**src/rtl/uart_tx_arbiter.sv**
```systemverilog
// Round-robin arbiter sharing one byte-serial UART transmitter between NREQ clients,
// with optional per-client lock (idle-timeout protected) and a tx_busy handshake watchdog.
module uart_tx_arbiter #(
   parameter int unsigned NREQ         = 4,
   parameter int unsigned LOCK_TIMEOUT = 16,
   parameter int unsigned BUSY_WAIT    = 4,
   localparam int unsigned OW          = (NREQ > 1) ? $clog2(NREQ) : 1
) (
   input  logic              clk,
   input  logic              rst,
   input  logic [NREQ-1:0]   req,
   input  logic [NREQ-1:0]   req_lock,
   input  logic [8*NREQ-1:0] req_data,
   output logic [NREQ-1:0]   gnt,
   output logic [OW-1:0]     owner,
   output logic              locked,
   output logic              tx_start,
   output logic [7:0]        tx_data,
   input  logic              tx_busy,
   output logic              err
);

   localparam int unsigned LTW = $clog2(LOCK_TIMEOUT + 1);
   localparam int unsigned BTW = $clog2(BUSY_WAIT + 1);

   typedef enum logic [1:0] {
      IDLE    = 2'd0,
      WAIT_HI = 2'd1,
      WAIT_LO = 2'd2
   } state_t;

   state_t          state, state_nx;
   logic [LTW-1:0]  lock_timer, lock_timer_nx;
   logic [BTW-1:0]  busy_timer, busy_timer_nx;

   logic [NREQ-1:0] gnt_nx;
   logic [OW-1:0]   owner_nx;
   logic            locked_nx;
   logic            tx_start_nx;
   logic [7:0]      tx_data_nx;
   logic            err_nx;

   logic [OW-1:0]   winner;
   logic            found;
   logic [OW-1:0]   grant_idx;
   logic            grant_go;
   logic [7:0]      sel_byte;

   // Round-robin scan from the slot after the last owner; a lock pins the choice to owner.
   always_comb begin
      int unsigned idx;
      winner    = owner;
      found     = 1'b0;
      idx       = 0;
      for (int unsigned i = 1; i <= NREQ; i++) begin
         idx = 32'(owner) + i;
         if (idx >= NREQ) idx = idx - NREQ;
         if (!found && req[OW'(idx)]) begin
            found  = 1'b1;
            winner = OW'(idx);
         end
      end
      grant_idx = locked ? owner : winner;
      grant_go  = (state == IDLE) && !tx_busy && (locked ? req[owner] : found);
      sel_byte  = '0;
      for (int unsigned i = 0; i < NREQ; i++) begin
         if (grant_idx == OW'(i)) sel_byte = req_data[8*i +: 8];
      end
   end

   // State register together with all registered outputs and timers.
   always_ff @(posedge clk) begin
      if (rst) begin
         state      <= IDLE;
         lock_timer <= '0;
         busy_timer <= '0;
         gnt        <= '0;
         owner      <= OW'(NREQ - 1);
         locked     <= 1'b0;
         tx_start   <= 1'b0;
         tx_data    <= '0;
         err        <= 1'b0;
      end else begin
         state      <= state_nx;
         lock_timer <= lock_timer_nx;
         busy_timer <= busy_timer_nx;
         gnt        <= gnt_nx;
         owner      <= owner_nx;
         locked     <= locked_nx;
         tx_start   <= tx_start_nx;
         tx_data    <= tx_data_nx;
         err        <= err_nx;
      end
   end

   // Next-state logic.
   always_comb begin
      state_nx = state;
      case (state)
         IDLE:    if (grant_go) state_nx = WAIT_HI;
         WAIT_HI: begin
            if (tx_busy) state_nx = WAIT_LO;
            else if (busy_timer == BTW'(BUSY_WAIT - 1)) state_nx = IDLE;
         end
         WAIT_LO: if (!tx_busy) state_nx = IDLE;
         default: state_nx = IDLE;
      endcase
   end

   // Output and timer next values; pulses default low every cycle.
   always_comb begin
      gnt_nx        = '0;
      tx_start_nx   = 1'b0;
      err_nx        = 1'b0;
      tx_data_nx    = tx_data;
      owner_nx      = owner;
      locked_nx     = locked;
      lock_timer_nx = lock_timer;
      busy_timer_nx = busy_timer;
      case (state)
         IDLE: begin
            if (grant_go) begin
               gnt_nx        = NREQ'(1) << grant_idx;
               tx_start_nx   = 1'b1;
               tx_data_nx    = sel_byte;
               owner_nx      = grant_idx;
               locked_nx     = req_lock[grant_idx];
               lock_timer_nx = '0;
               busy_timer_nx = '0;
            end else if (locked) begin
               if (!req_lock[owner]) begin
                  locked_nx     = 1'b0;
                  lock_timer_nx = '0;
               end else if (!req[owner]) begin
                  if (lock_timer == LTW'(LOCK_TIMEOUT - 1)) begin
                     locked_nx     = 1'b0;
                     lock_timer_nx = '0;
                  end else begin
                     lock_timer_nx = lock_timer + LTW'(1);
                  end
               end
            end
         end
         WAIT_HI: begin
            if (!tx_busy) begin
               if (busy_timer == BTW'(BUSY_WAIT - 1)) begin
                  err_nx        = 1'b1;
                  locked_nx     = 1'b0;
                  busy_timer_nx = '0;
               end else begin
                  busy_timer_nx = busy_timer + BTW'(1);
               end
            end
         end
         WAIT_LO: begin
            // Packet continuation is decided by the owner's lock request at frame end.
            if (!tx_busy) locked_nx = req_lock[owner];
         end
         default: ;
      endcase
   end

endmodule

```
**config.mk**
```make
export PLATFORM = sky130hd
export DESIGN_NAME = uart_tx_arbiter
export DESIGN_NICKNAME = d
export VERILOG_FILES = /design/src/rtl/uart_tx_arbiter.sv
export SDC_FILE = /design/constraint.sdc
export NUM_CORES = 1
export LEC_CHECK = 0
export ABC_AREA = 1
export CORE_MARGIN = 3
export CORE_UTILIZATION = 47
export CTS_CLUSTER_SIZE = 20
export DETAILED_ROUTE_END_ITERATION = 7
export PLACE_DENSITY = 0.81
export SKIP_LAST_GASP = 1
export SYNTH_ARGS = -nofsm -noshare
export SYNTH_HDL_FRONTEND = slang
export SYNTH_SLANG_ARGS = --single-unit
```
**constraint.sdc**
```tcl
create_clock -name clk -period 2.02 [get_ports clk]
set_clock_uncertainty 0.1 [all_clocks]
set_input_delay 0.404 -clock clk [delete_from_list [all_inputs] [get_ports clk]]
set_output_delay 0.404 -clock clk [all_outputs]
set_load 0.05 [all_outputs]
```
==> results list, run 1 <==
- Run status: finished, final reports clean
- Clock latency reported for the late side of the worst-skew pair: 270 ps
- Initial core utilization: 0.5017
- In this run the cell area of the synthesized design comes to 1892 sq um.
- Routability-driven placement finished with a final weighted congestion of 0.8058.
* Number of routed nets with antenna violations: 0
* Final worst path period need: 2012 ps
- Unrepaired setup endpoints after global routing: true
- Summed over all nets, the half-perimeter wirelength after detailed placement is 3861 microns.
- The first global-routing pass estimated 8459 microns of wire.
* Number of DRC violations after detailed-routing iteration 0: 65
- Counting cells, the worst reg-to-reg path comes to 14.
* Max clock buf depth: 2
* Final Total Pwr: 3.891 mW
- Antenna violations before repair: 0
* Fraction of the cycle the final worst path needs: 0.9961
- Synth-to-layout area growth: 55.03%
- In this run the number of cells on the critical path is 14.
- The total area inside the core boundary comes to 3771 sq um.
- The number of failing hold endpoints at the final stage was 0.
- Number of distinct standard cells referenced by the synthesized netlist: 37
* Placement Rows: 22
- Routed vias: 2,053
- Of the total power, the clock network draws 0.079.
* Multi-input gate area in the final layout: 1304 sq um
* Number of clock buffers inserted by TritonCTS: 3
* Critical Path AT: 2080 ps
* Placement Cell Area: 2658 sq um
- Across the VDD grid, the largest voltage drop is 677.5 uV.
- TritonCTS built the clock tree.
- The setup check on the worst reg-to-reg path leaves a slack of 8 ps.
- In this run, synthesis inferred 0 flip-flops with an integrated enable.
- Maxcap violations: 0
- The number of nets handed over by synthesis was 314.
* Total routing usage reported by global routing: 0.2088
* Pre-Repair DR Iteration Count: 4
* Part of the power in registers: 0.191
- On the critical path, the stage with the largest delay is an instance of sky130_fd_sc_hd__dfxtp_4.
* Worst hold slack: 357.0 ps
- Registers take 548.0 sq um.
- Mean routed wirelength per cell: 13.37 microns
- Sw Share: 0.5105
- By instance count, the cell type seen most on the critical path is sky130_fd_sc_hd__nand2_2.
- Finished Cell Area: 2933 sq um
- Most frequent standard cell in the layout excluding fill and tap cells: sky130_fd_sc_hd__nand2_1
- Cell-by-cell listing of the critical path: buf_6 > nand2_1 > nand3_2 > nand2_2 > nor2_4 > nand3_1 > nand2_1 > nand2_2 > nand2_4 > inv_8 > nor2_8 > nand2_2 > o21ai_2 > o21bai_4
- Each instance of the synthesized netlist takes up on average 7.112 sq um.
* P_int: 1.905 mW
* Placed Instances: 390
- Async SR Flop Fraction: 0
- For the pin with the worst max-slew slack, the measured transition is 522.1 ps.
* Largest net degree at the start of global routing: 16
- Power Dens Cells: 1327 nW/um^2
- YS warnings: 0
- For this run, the slowest stage of the critical path takes 440 ps.
- Measured along the y axis, the die boundary spans 69.45 microns.
- Share of power burned in combinational logic: 0.730
* Number of port buffers: 59
* Flop and latch count out of synthesis: 27
- After clock tree synthesis, the clock-pin slew on the worst setup and hold paths is 90 ps.
- In this run the static leakage power is 1.367 nW.
- Reg2reg start: owner[0]$_SDFFE_PP1P_
* IO Count: 60
- Count of unresolved DRC violations after routing: 0
- For this design, the CTS-stage hold fixing added 0 buffers.
- Total clock sinks: 27
- Layout fillers: 271
* Maximum fanout along the worst path: 8
- Worst Setup Path Type: reg -> reg
- Final core utilization: 0.7777
- Count of non-filler cells in the finished layout: 404
- The total overflow left after global routing is 0.
* Antenna cells: 0
- Seq/Total Area, Yosys: 0.2857
* First element of the critical path: owner[0]$_SDFFE_PP1P_
- Of the cells placed in the final design, the portion with a size suffix greater than 1 is 0.2921.
- STA classifies the critical path endpoint as a flip-flop.
- The most critical setup path has its endpoint at tx_data[7]$_SDFFE_PP0P_.
* Die Outline Area: 4823 sq um
- Buffers & Inverters on Critical Path: 2
- In this run the clock root is driven by a sky130_fd_sc_hd__clkbuf_8.
* Maximum clock rate: 497.0 MHz
- Among all flip-flop cells after synthesis, the most frequent one is sky130_fd_sc_hd__dfxtp_1.
- Routed WL: 5402 microns
- Worst setup slack before clock tree synthesis: -469.2 ps
* Most frequent cells in the layout: sky130_fd_sc_hd__nand2_1, sky130_fd_sc_hd__clkdlybuf4s50_1, sky130_fd_sc_hd__buf_4
- The path class of the tightest hold or removal check is reg -> reg.
* Net Switching: 1.986 mW
- In the final design database the tool counted 405 nets.
- Endpoint of the lowest-slack register-to-register path: tx_data[7]$_SDFFE_PP0P_
* Final number of setup-violating endpoints: 0
- Worst endpoint required time: 2090 ps
* Final count of pins violating max slew: 0
- Headroom to the max-slew limit came out at 0.6509.
- The number of global-route vias before repair is 1,978.
- In the final timing run, aggregate negative setup slack is 0 ps.
- Post-route worst setup slack: 7.883 ps
- Count of mapped cells out of synthesis: 266
- Width of the die: 69.45 microns
* Top delay family on crit path: simple AND/OR/NAND/NOR gates
- Vias/cell: 5.082
* Maximum level of the CTS H-tree: 1
* Startpoint kind of the worst setup timing path: flip-flop
==> what timing repair did <==
item,in CTS,in global routing
pin swaps,10,18
gates resized for setup,12,38
setup endpoints to repair,9,19
setup buffers,5,3
hold endpoints to repair,0,0
cloned,0,2
==> cell usage after synthesis (all sizes together), types with 2 or more instances <==
master	count	area [sq um]
buf	5	60.05
dfxtp	27	540.5
a21oi	11	55.05
o211ai	6	45.04
a22oi	3	22.52
o21ai	16	80.07
nor2	19	135.1
or2	2	12.52
nand3	26	150.2
nand2	94	455.4
inv	32	130.1
o21bai	6	45.04
ha	5	62.56
nor4	2	12.51
nor3	4	25.02
==> power groups by stage <==
| stage | sequential (mW) | clock, mW | combinational, mW |
|---|---|---|---|
| after floorplan | 1.03 | 0 | 1.46 |
| after global placement | 0.745 | 0 | 2.44 |
| after detailed placement | 0.744 | 0 | 2.49 |
| after CTS | 0.732 | 0.316 | 2.59 |
| after global routing | 0.759 | 0.342 | 3.07 |
| final | 0.743 | 0.309 | 2.84 |
==> worst register-to-register path, delay by kind of cell (launching register included) <==
kind	cells	cell delay, ps
AO/OA/AOI/OAI	2	180
flip-flops	1	440
buffers and inverters	2	200
AND/OR/NAND/NOR	10	990
==> worst min path at each step <==
stage,to,cells after the start,startpoint
after CTS,err$_SDFF_PP0_,1,busy_timer[2]$_SDFFE_PP0P_
after detailed placement,err$_SDFF_PP0_,1,busy_timer[2]$_SDFFE_PP0P_
final,err$_SDFF_PP0_,1,busy_timer[2]$_SDFFE_PP0P_
after global placement,err$_SDFF_PP0_,1,busy_timer[2]$_SDFFE_PP0P_
after floorplan,err$_SDFF_PP0_,1,busy_timer[2]$_SDFFE_PP0P_
after global routing,err$_SDFF_PP0_,1,busy_timer[2]$_SDFFE_PP0P_
==> metal layers <==
layer	GRT usage	up-vias	wire length, microns
met5	0	-	0
li1	-	1054	-
met1	0.2312	919	2126
met3	0.06667	10	388
met4	0.04772	0	97
met2	0.3845	70	2789
==> flip-flops by register name, indices dropped and copies added, names as in the netlist <==
name,flops
tx_start,1
owner,2
busy_timer,3
gnt,4
tx_data,8
locked,1
err,1
state,2
lock_timer,5
==> cell type report <==
cell class / instances / area share
Multi-Input combinational cell: 204 / 0.4445
Timing Repair Buffer: 89 / 0.2811
Sequential cell: 27 / 0.1869
Inverter: 32 / 0.05119
Tap cell: 48 / 0.02048
Clock buffer: 3 / 0.01408
Clock inverter: 1 / 0.001706
==> cells by family after synthesis <==
| family | Yosys count | share of synthesized area |
|---|---|---|
| and+or+nand+nor | 150 | 0.4286 |
| AOI/OAI and AO/OA | 45 | 0.1429 |
| buffers and inverters | 37 | 0.1005 |
| DFF | 27 | 0.2857 |
| adders and majority gates | 5 | 0.03307 |
| xor gates and xnor gates | 2 | 0.009261 |
Power figures use the tool's default switching activity.
==> run 2, diff against run 1 <==
--- a/config.mk
+++ b/config.mk
@@ -11,6 +11,7 @@
 export CTS_CLUSTER_SIZE = 20
 export DETAILED_ROUTE_END_ITERATION = 7
 export PLACE_DENSITY = 0.81
+export SETUP_SLACK_MARGIN = 0.4
 export SKIP_LAST_GASP = 1
 export SYNTH_ARGS = -nofsm -noshare
 export SYNTH_HDL_FRONTEND = slang
==> run 2 against run 1 <==
The flow now finishes with violations (setup timing). Core utilization is 6.1 points higher. Final area is 7.9% higher. Non-clock buffer count is 12 higher. First-iteration DRC count is 68% higher. Wire length is 17% higher. Sequential share of layout area is 1.4 points lower. Flip-flop and latch count stayed put. Die area stayed put. Critical path depth is 3 higher. Clock-buffer cell count stayed put. Fmax is 1.7% lower. Register-to-register slack worse by 30 ps. Critical path type unchanged. Largest power group unchanged.
==> results list, run 2 (synthesized netlist as in run 1, its figures left out) <==
* Run status: finished with violations (was finished, final reports clean)
- Failing checks: setup timing
- Count of unresolved DRC violations after routing: 0 (unchanged)
* Number of clock buffers inserted by TritonCTS: 3 (unchanged)
- The number of nets with antenna violations after detailed routing is 0 (unchanged).
- The kind of path behind the tightest hold check is reg -> reg (unchanged).
- The critical path required time was 2090 ps (about the same).
- The total via count after detailed routing was 2,205 (was 2,053).
- The number of global-route vias before repair came to 2,157 (was 1,978).
- Cell-by-cell listing of the critical path: buf_6 > nand2_4 > nand2_4 > nand2_4 > nand2_4 > inv_4 > nand2_2 > nand2_1 > nand3_1 > nand2_1 > nand2_2 > nand2_4 > inv_8 > nor2_8 > nand2_1 > nand3_1 > o21bai_1 (was buf_6 > nand2_1 > nand3_2 > nand2_2 > nor2_4 > nand3_1 > nand2_1 > nand2_2 > nand2_4 > inv_8 > nor2_8 > nand2_2 > o21ai_2 > o21bai_4)
- Placed Instances: 386 (was 390)
- Maxcap violations: 0 (unchanged)
* Final core utilization: 0.8391 (was 0.7777)
* Routed WL: 6312 microns (was 5402 microns)
- The peak-usage layer in the global routing report is met2 (unchanged).
* Startpoint kind of the worst setup timing path: flip-flop (unchanged)
- Met1 track utilization from global routing: 0.2995 (was 0.2312)
- The count of nets after finishing is 415 (was 405).
- The maximum cell stage delay along the critical path was 390 ps (was 440 ps).
* Fraction of final layout cells with drive strength greater than 1: 0.4126 (was 0.2921)
- Crit-path slowest cell: sky130_fd_sc_hd__dfxtp_4 (unchanged)
- The number of top-level pins came to 60 (unchanged).
- Slew @ Worst Pin: 404.9 ps (was 522.1 ps)
- Final Hold Viols: 0 (unchanged)
- Clock latency reported for the late side of the worst-skew pair: 270 ps (about the same)
- Final worst path period need: 2046 ps (was 2012 ps)
* Width of the die: 69.45 microns (unchanged)
* Maximum level of the CTS H-tree: 1 (unchanged)
* Top delay family on crit path: simple AND/OR/NAND/NOR gates (unchanged)
* Worst hold slack: 366.9 ps (was 357.0 ps)
- Final count of pins violating max slew: 0 (unchanged)
- Remaining global-route overflow: 0 (unchanged)
- The nature of the critical path endpoint is a flip-flop (unchanged).
- Power Dens Cells: 1358 nW/um^2 (was 1327 nW/um^2)
* Finished Cell Area: 3164 sq um (was 2933 sq um)
* Sw Share: 0.5159 (was 0.5105)
- Leak: 1.438 nW (was 1.367 nW)
* Largest registers ranked by flip-flop count: tx_data: 8 flops, lock_timer: 5 flops, gnt: 4 flops (unchanged)
- The number of flip-flops under the largest register name is 8 (unchanged).
- The non-filler instance count after layout is 414 (was 404).
* Number of DRC violations after detailed-routing iteration 0: 109 (was 65)
* Synth-to-layout area growth: 67.26% (was 55.03%)
- The largest buffer count on any clock path is 2 (unchanged).
- Worst Setup Path Type: reg -> reg (unchanged)
* Placement Cell Area: 2665 sq um (was 2658 sq um)
* HPWL after detailed placement: 3936 microns (was 3861 microns)
* Most frequent standard cell in the layout excluding fill and tap cells: sky130_fd_sc_hd__nand2_1 (unchanged)
* Initial core utilization: 0.5017 (unchanged)
* Worst setup slack before clock tree synthesis: -377.9 ps (was -469.2 ps)
- Largest reg by FF count: tx_data (unchanged)
- The number of antenna violations at the first check in global routing came to 0 (unchanged).
* Most frequent cells in the layout: sky130_fd_sc_hd__nand2_1, sky130_fd_sc_hd__clkdlybuf4s50_1, sky130_fd_sc_hd__buf_4 (unchanged)
- The worst-case vdd ir drop is 768.9 uV (was 677.5 uV).
* Buffers & Inverters on Critical Path: 3 (was 2)
- The cell-internal power came to 2.081 mW (was 1.905 mW).
- Net Switching: 2.217 mW (was 1.986 mW)
* Final number of setup-violating endpoints: 5 (was 0)
- Fraction of the cycle the final worst path needs: 1.013 (was 0.9961)
- The logic gate share of total power came to 0.756 (was 0.730).
* Worst slew margin relative to its limit: 0.7272 (was 0.6509)
- Vias/cell: 5.326 (was 5.082)
- The core outline area came to 3771 sq um (unchanged).
- Fraction of met3 tracks used by global routing: 0.04783 (was 0.06667)
- Clock power frac: 0.073 (was 0.079)
* Hold-fix buffers, CTS: 0 (unchanged)
* Number of port buffers: 59 (unchanged)
- The all-layer global routing usage is 0.2458 (was 0.2088).
* Part of the power in registers: 0.170 (was 0.191)
* Antenna cells: 0 (unchanged)
- The area of the die came to 4823 sq um (unchanged).
- The root buffer cell was sky130_fd_sc_hd__clkbuf_8 (unchanged).
- Height of the die: 69.45 microns (unchanged)
* Clock slew at reported path FFs: 100 ps (was 90 ps)
- The biggest fanout along the worst timing path came to 8 (unchanged).
- The setup total negative slack came to -86.65 ps (was 0 ps).
* Placement Rows: 22 (unchanged)
- The largest net degree at the start of global routing was 16 (unchanged).
- The arrival time at the worst endpoint is 2110 ps (was 2080 ps).
- Final Total Pwr: 4.298 mW (was 3.891 mW)
* Pre-Repair DR Iteration Count: 4 (unchanged)
* Weighted congestion reported at the end of routability-driven placement: 0.8043 (was 0.8058)
- Most repeated library cell on the critical path: sky130_fd_sc_hd__nand2_4 (was sky130_fd_sc_hd__nand2_2)
- Mean routed wirelength per cell: 15.25 microns (was 13.37 microns)
- GR met2 Demand/Resource: 0.4407 (was 0.3845)
- Post-route worst setup slack: -26.08 ps (was 7.883 ps)
- Global-route wire length before repair: 9784 microns (was 8459 microns)
- Unrepaired setup endpoints after global routing: true (unchanged)
* Total clock sinks: 27 (unchanged)
- CTS tree: built (unchanged)
* Maximum clock rate: 488.7 MHz (was 497.0 MHz)
[run 2: cell type report]
class | instances | area, sq um
Sequential cell | 27 | 548.0
Inverter | 32 | 160.2
Fill cell | 229 | 606.8
Clock inverter | 1 | 5.005
Multi-Input combinational cell | 202 | 1401
Timing Repair Buffer | 101 | 948.4
Tap cell | 48 | 60.06
Clock buffer | 3 | 41.29
[run 2: timing repair]
action,4_1_cts,5_1_grt
setup buffers,13,10
pin swaps,21,24
gates resized for setup,77,45
endpoints found under the setup margin,39,29
gates cloned,1,0
[run 2: power groups by stage]
stage                     Combinational, mW  Clock [mW]  Sequential, mW
after floorplan                        1.53           0            1.03
after global placement                 2.47           0           0.735
after detailed placement               2.51           0           0.735
after CTS                              2.83       0.321           0.731
after global routing                   3.49       0.339           0.750
final                                  3.25       0.316           0.733
[run 2: worst paths after layout]
kind,start,cells past startpoint,endpoint,slack (ps)
max,owner[0]$_SDFFE_PP1P_,17,tx_data[5]$_SDFFE_PP0P_,-30
min,tx_data[6]$_SDFFE_PP0P_,2,tx_data[6]$_SDFFE_PP0P_,370
max reg2reg,owner[0]$_SDFFE_PP1P_,17,tx_data[5]$_SDFFE_PP0P_,-30
min reg2reg,tx_data[6]$_SDFFE_PP0P_,2,tx_data[6]$_SDFFE_PP0P_,370
[run 2: layer usage]
layer  vias up  routed length, microns
li1       1071                       -
met1      1018                    2483
met2        96                    3316
met3        20                     353
met4         0                     159
met5         -                       0
[run 2: tightest hold or removal path, delay by kind of cell, from the launching register on]
kind / cells / cell delay, ps
DFF: 1 / 320
and+or+nand+nor: 2 / 100
